$ cat config.mk
export PLATFORM = sky130hd
export DESIGN_NAME = ff_bist
export DESIGN_NICKNAME = d
export VERILOG_FILES = /design/src/rtl/ff_bist_pkg.sv /design/src/rtl/ff_bist_lfsr.sv /design/src/rtl/ff_bist.sv
export SDC_FILE = /design/constraint.sdc
export NUM_CORES = 1
export LEC_CHECK = 0
export BUFFER_PORTS_ARGS = -buffer_cell sky130_fd_sc_hd__clkbuf_2
export CAP_MARGIN = 20
export CORE_AREA = 3 3 106 108
export CTS_CLUSTER_SIZE = 8
export DETAILED_ROUTE_END_ITERATION = 16
export DIE_AREA = 0 0 109 111
export GPL_ROUTABILITY_DRIVEN = 0
export PLACE_DENSITY = 0.69
export SYNTH_ARGS = -nofsm -noshare
export SYNTH_HDL_FRONTEND = slang
export SYNTH_SLANG_ARGS = --single-unit
$ cat constraint.sdc
create_clock -name clk -period 8.6 [get_ports clk]
set_input_delay 0.43 -clock clk [delete_from_list [all_inputs] [get_ports clk]]
set_output_delay 0.43 -clock clk [all_outputs]
set_load 0.005 [all_outputs]
$ cat src/rtl/ff_bist_pkg.sv
// Shared types and constants for the flip-flop BIST block.
// The LFSR step function lives here so the LFSR and its consumers agree on one definition.
package ff_bist_pkg;

  typedef enum logic [2:0] {
    StIdle,
    StDutRst,
    StRun,
    StDrain,
    StDone
  } state_e;

  // Galois taps for x^32 + x^22 + x^2 + x + 1, right-shifting form.
  localparam logic [31:0] LfsrPoly    = 32'h8020_0003;
  localparam logic [31:0] DefaultSeed = 32'hACE1_0001;

  // Doubles as the "no error seen" index marker and the error-count ceiling.
  localparam logic [15:0] Max16 = 16'hFFFF;

  function automatic logic [31:0] lfsr_step(logic [31:0] v);
    return (v >> 1) ^ (v[0] ? LfsrPoly : 32'h0);
  endfunction

endpackage

$ cat src/rtl/ff_bist_lfsr.sv
// 32-bit Galois LFSR: load has priority over advance, value is the current register.
module ff_bist_lfsr
  import ff_bist_pkg::*;
(
  input  logic        clk,
  input  logic        reset,
  input  logic        load,
  input  logic [31:0] seed,
  input  logic        advance,
  output logic [31:0] value
);

  logic [31:0] value_q, value_d;

  always_comb begin
    value_d = value_q;
    if (load) begin
      value_d = seed;
    end else if (advance) begin
      value_d = lfsr_step(value_q);
    end
  end

  always_ff @(posedge clk or posedge reset) begin
    if (reset) begin
      value_q <= DefaultSeed;
    end else begin
      value_q <= value_d;
    end
  end

  assign value = value_q;

endmodule

$ cat src/rtl/ff_bist.sv
// BIST driver/checker for a registered flop stage: drives LFSR stimulus, compares the flop
// output against a LATENCY-deep expected pipeline, and reports pass, error count and first index.
module ff_bist
  import ff_bist_pkg::*;
#(
  parameter int unsigned SIZE         = 1,
  parameter int unsigned NUM_VECTORS  = 256,
  parameter int unsigned RESET_CYCLES = 2,
  parameter int unsigned LATENCY      = 1,
  parameter logic [31:0] SEED         = DefaultSeed
) (
  input  logic            clk,
  input  logic            reset,
  input  logic            start,
  output logic [SIZE-1:0] dut_data_i,
  output logic            dut_reset,
  input  logic [SIZE-1:0] dut_data_o,
  output logic            busy,
  output logic            done,
  output logic            pass,
  output logic [15:0]     err_count,
  output logic [15:0]     first_err_idx
);

  state_e state_q, state_d;

  logic [31:0]     cnt_q, cnt_d;
  logic [15:0]     idx_q, idx_d;
  logic [15:0]     err_q, err_d;
  logic [15:0]     first_q, first_d;
  logic [SIZE-1:0] stim_q, stim_d;
  logic [SIZE-1:0] pipe_q [LATENCY];
  logic            busy_q, busy_d;
  logic            done_q, done_d;
  logic            pass_q, pass_d;
  logic            dut_rst_q, dut_rst_d;

  logic            start_ok;
  logic            comparing;
  logic            mismatch;
  logic            lfsr_advance;
  logic [31:0]     lfsr_value;
  logic [31:0]     lfsr_next;

  assign start_ok     = start && (state_q == StIdle || state_q == StDone);
  assign comparing    = (state_q == StRun) || (state_q == StDrain);
  assign mismatch     = comparing && (dut_data_o != pipe_q[LATENCY-1]);
  assign lfsr_advance = (state_q == StRun);

  ff_bist_lfsr u_lfsr (
    .clk     (clk),
    .reset   (reset),
    .load    (start_ok),
    .seed    (SEED),
    .advance (lfsr_advance),
    .value   (lfsr_value)
  );

  // State register and phase counter
  always_ff @(posedge clk or posedge reset) begin
    if (reset) begin
      state_q <= StIdle;
      cnt_q   <= '0;
    end else begin
      state_q <= state_d;
      cnt_q   <= cnt_d;
    end
  end

  // Next-state logic
  always_comb begin
    state_d = state_q;
    unique case (state_q)
      StIdle, StDone: begin
        if (start) state_d = StDutRst;
      end
      StDutRst: begin
        if (cnt_q == 32'(RESET_CYCLES - 1)) state_d = StRun;
      end
      StRun: begin
        if (cnt_q == 32'(NUM_VECTORS - 1)) state_d = StDrain;
      end
      StDrain: begin
        if (cnt_q == 32'(LATENCY - 1)) state_d = StDone;
      end
      default: state_d = StIdle;
    endcase
    cnt_d = (state_d != state_q) ? '0 : cnt_q + 32'd1;
  end

  // Result tracking: cleared on an accepted start, updated on every compare cycle.
  always_comb begin
    err_d   = err_q;
    first_d = first_q;
    idx_d   = idx_q;
    if (start_ok) begin
      err_d   = '0;
      first_d = Max16;
      idx_d   = '0;
    end else if (comparing) begin
      idx_d = idx_q + 16'd1;
      if (mismatch) begin
        if (err_q != Max16) err_d = err_q + 16'd1;
        // err_q rather than first_q: a genuine index can itself be 16'hFFFF.
        if (err_q == '0) first_d = idx_q;
      end
    end
  end

  // Output logic, computed from the next state so every output leaves a register.
  always_comb begin
    busy_d    = state_d inside {StDutRst, StRun, StDrain};
    done_d    = (state_d == StDone);
    pass_d    = done_d && (err_d == '0);
    dut_rst_d = !(state_d inside {StRun, StDrain});
    lfsr_next = lfsr_advance ? lfsr_step(lfsr_value) : lfsr_value;
    stim_d    = (state_d == StRun) ? lfsr_next[SIZE-1:0] : '0;
  end

  always_ff @(posedge clk or posedge reset) begin
    if (reset) begin
      idx_q     <= '0;
      err_q     <= '0;
      first_q   <= Max16;
      stim_q    <= '0;
      busy_q    <= 1'b0;
      done_q    <= 1'b0;
      pass_q    <= 1'b0;
      dut_rst_q <= 1'b1;
    end else begin
      idx_q     <= idx_d;
      err_q     <= err_d;
      first_q   <= first_d;
      stim_q    <= stim_d;
      busy_q    <= busy_d;
      done_q    <= done_d;
      pass_q    <= pass_d;
      dut_rst_q <= dut_rst_d;
    end
  end

  // Expected pipeline: zeros first so the flop's reset value is checked before the stimulus.
  always_ff @(posedge clk or posedge reset) begin
    if (reset) begin
      for (int i = 0; i < int'(LATENCY); i++) pipe_q[i] <= '0;
    end else if (state_q == StDutRst) begin
      for (int i = 0; i < int'(LATENCY); i++) pipe_q[i] <= '0;
    end else if (comparing) begin
      pipe_q[0] <= stim_q;
      for (int i = 1; i < int'(LATENCY); i++) pipe_q[i] <= pipe_q[i-1];
    end
  end

  assign dut_data_i    = stim_q;
  assign dut_reset     = dut_rst_q;
  assign busy          = busy_q;
  assign done          = done_q;
  assign pass          = pass_q;
  assign err_count     = err_q;
  assign first_err_idx = first_q;

endmodule

==> summary.txt <==
Final wirelength = 11.9 mm
Share of cells above drive strength 1 = 20.7%
Worst Path Buf+Inv = 0
Library cells used by synthesis = 56
Fmax = 0.340 GHz
CP Class = register to register
Starting Density = 55.2%
Area leader, netlist = dfrtp_1
Fin. max-slew vios = 0
Post-route ant nets = 0
Reg-to-reg endpoint = pass
Finished Layout Cells = 731
IO Count = 41
Net switching power = 0.627 mW
Post-CTS Setup Inserts = 0
Ant diodes = 0
Final hold violations = 0
Placed Cells = 700
Syn Nets = 549
WL per Instance = 16.2 um
Crit-path max FO = 11
Crit. End Element = register
Seq pwr share = 39.7%
Core box area = 10300 sq um
DRC viols = 0
Synth Instances = 539
Register area = 3060 sq um
Worst hold path class = input port to asynchronous set/reset pin
Clock Latency Late Sink = 0.51 ns
Critical Path Max Stage Delay = 0.59 ns
Delay-heaviest family, CP = simple AND/OR/NAND/NOR gates
Final min period = 2.94 ns
CP Launch Type = register
Number of global-route vias before repair = 4263
Max VDD drop = 198 uV
Htree depth = 4
Chip Height = 111 um
Final core utilization = 64.1%
Post-Route Setup TNS = 0 ns
Final-stage net count = 593
CP arrival = 3.39 ns
Pwr per Cell Area = 303 nW/um^2
Post-DP HPWL = 7.63 mm
MaxCap Viol Count = 0
Outcome = complete, no violations
R2R depth = 8
Post-synthesis sequential area ratio = 53.7%
Area grow syn2layout = 16.2%
Multi-input logic area = 2460 sq um
Final total power = 2.00 mW
Port bufs = 40
# hold bufs at CTS = 0
Drt pass-1 iters = 5
Clock power share = 36.9%
Worst slew margin = 33.1%
Average vias per placed instance = 5.76
Vias = 4210
Tcrit/Tclk final = 34.2%
Pint = 1.38 mW
PostCTS Resize Cnt = 0
Initial antenna violation count = 0
Total grt overflow = 0
Mean Syn Cell Area = 10.6 sq um
Yosys warns = 0
Top cell type's share of synthesized area = 41.7%
Cells along the critical path = ha_1 -> nand4_1 -> nor4_4 -> nor4_1 -> or3_1 -> a31oi_1 -> nor4bb_1 -> and4_1
Min Hold Slack = 0.0631 ns
Reg2Reg Launch Point = err_count[0]
Sw frac = 31.3%
Overall Global Routing Usage = 21.5%
Seq cells post-synth = 121
Endpoints failing setup = 0
Initial drt markers = 295
Most common cell after layout, fill and taps aside = dfrtp_1
CTS clk-pin slew, worst paths = 0.06 ns
Num CTS Buffers = 17
R2R setup slack = 5.66 ns
Commonest cells after routing, fill and taps aside = dfrtp_1 (95), nor2_1 (71), nand2_1 (55)
Largest net degree at the start of global routing = 69
CP Data Required Time = 9.05 ns
Num rows = 37
Die Wd = 109 um
Combinational power share = 23.4%
Synthesized area = 5690 sq um
CTS Sinks = 121
CP max stage cell = nor4_4
RSZ-0062 raised after global routing = no
Die area = 12100 sq um
Filler cell count = 818
Top cells by area, synth = dfrtp_1 (42%), dfstp_2 (12%), nor2_1 (4.7%)
First-pass GRT wire length = 20.8 mm
Clock Skews = 0.0101 ns
CTS tree = done
Clock root cell = clkbuf_8
Slew @ Worst Pin = 1.00 ns
CTS Buffer Depth = 2
Leakage = 2.93 nW
stage by stage:
stage | cell area (sq um) | worst slack, ns
floorplan | 5690 | 5.00
global placement | 6000 | 5.90
detailed placement | 6000 | 5.72
CTS | 6620 | 5.71
global route | 6620 | 5.41
finish | 6620 | 5.66
synth_stat cells (all sizes together):
library cell and number:
nor4bb 1, xor2 26, nand4 16, nand3 30
a21oi 11, clkbuf 10, nor4b 1, ha 6
and2b 1, nand2 56, and2 1, a22o 22
a31o 1, nor2 71, or2 3, or3 7
o22a 7, and4 4, o21ai 13, mux2i 18
a31oi 3, nor4 22, mux2 1, buf 10
nand2b 2, xnor2 28, dfrtp 95, a211oi 1
or4 2, and3 6, nor3 13, a21o 1
dfstp 26, o311a 1, nand3b 1, o31ai 2
o41ai 1, o211ai 1, inv 18
cell families after synthesis:
logic type	synth area share [%]
AND/OR/NAND/NOR	21.8
flip-flops	53.7
AO/OA/AOI/OAI	8.26
XOR/XNOR	8.44
buffers and inverters	3.05
multiplexers	3.36
adder cells (fa/ha/maj)	1.32
layer usage:
layer	up-vias	share of wire [%]	wire length [um]	GRT usage, %
li1	1980	-	-	-
met1	2122	45	5350	29.3
met2	98	50	5980	33.2
met3	10	3.7	436	5.59
met4	0	0.90	107	7.49
met5	-	0	0	0
sequential cells by signal (all words and copies together) (netlist names):
register / cells
busy: 1
cnt_q: 32
done: 1
dut_data_i: 1
dut_reset: 1
err_count: 16
first_err_idx: 16
idx_q: 16
pass: 1
pipe_q: 1
state_q: 3
u_lfsr.value: 32
worst max-delay path by stage:
stage	startpoint	end	slack, ns	cells after the start
after floorplan	reset	busy	5.00	1
after global placement	err_count[0]	pass	5.90	8
after detailed placement	err_count[0]	pass	5.72	8
after CTS	err_count[0]	pass	5.71	8
after global routing	err_count[0]	pass	5.41	8
final	err_count[0]	pass	5.66	8
power by group through the flow:
| stage | registers (mW) | logic (mW) | clock network [mW] |
|---|---|---|---|
| final | 0.796 | 0.469 | 0.739 |
| after global routing | 0.813 | 0.536 | 0.782 |
| after CTS | 0.796 | 0.474 | 0.751 |
| after detailed placement | 0.803 | 0.471 | 0 |
| after global placement | 0.798 | 0.460 | 0 |
| after floorplan | 0.784 | 0.351 | 0 |
worst reg2reg max path: stages (launching register included):
cell and delay [ns]:
dfrtp_1 0.51, ha_1 0.28, nand4_1 0.17, nor4_4 0.59, nor4_1 0.19, or3_1 0.34
a31oi_1 0.19, nor4bb_1 0.36, and4_1 0.24
cell type report:
| class | count | area share [%] |
|---|---|---|
| Clock inverter | 11 | 2.59 |
| Timing Repair Buffer | 45 | 3.59 |
| Inverter | 18 | 1.06 |
| Tap cell | 136 | 2.57 |
| Clock buffer | 20 | 6.73 |
| Multi-Input combinational cell | 380 | 37.2 |
| Sequential cell | 121 | 46.3 |
No activity file was read; power rests on OpenSTA's default activity.
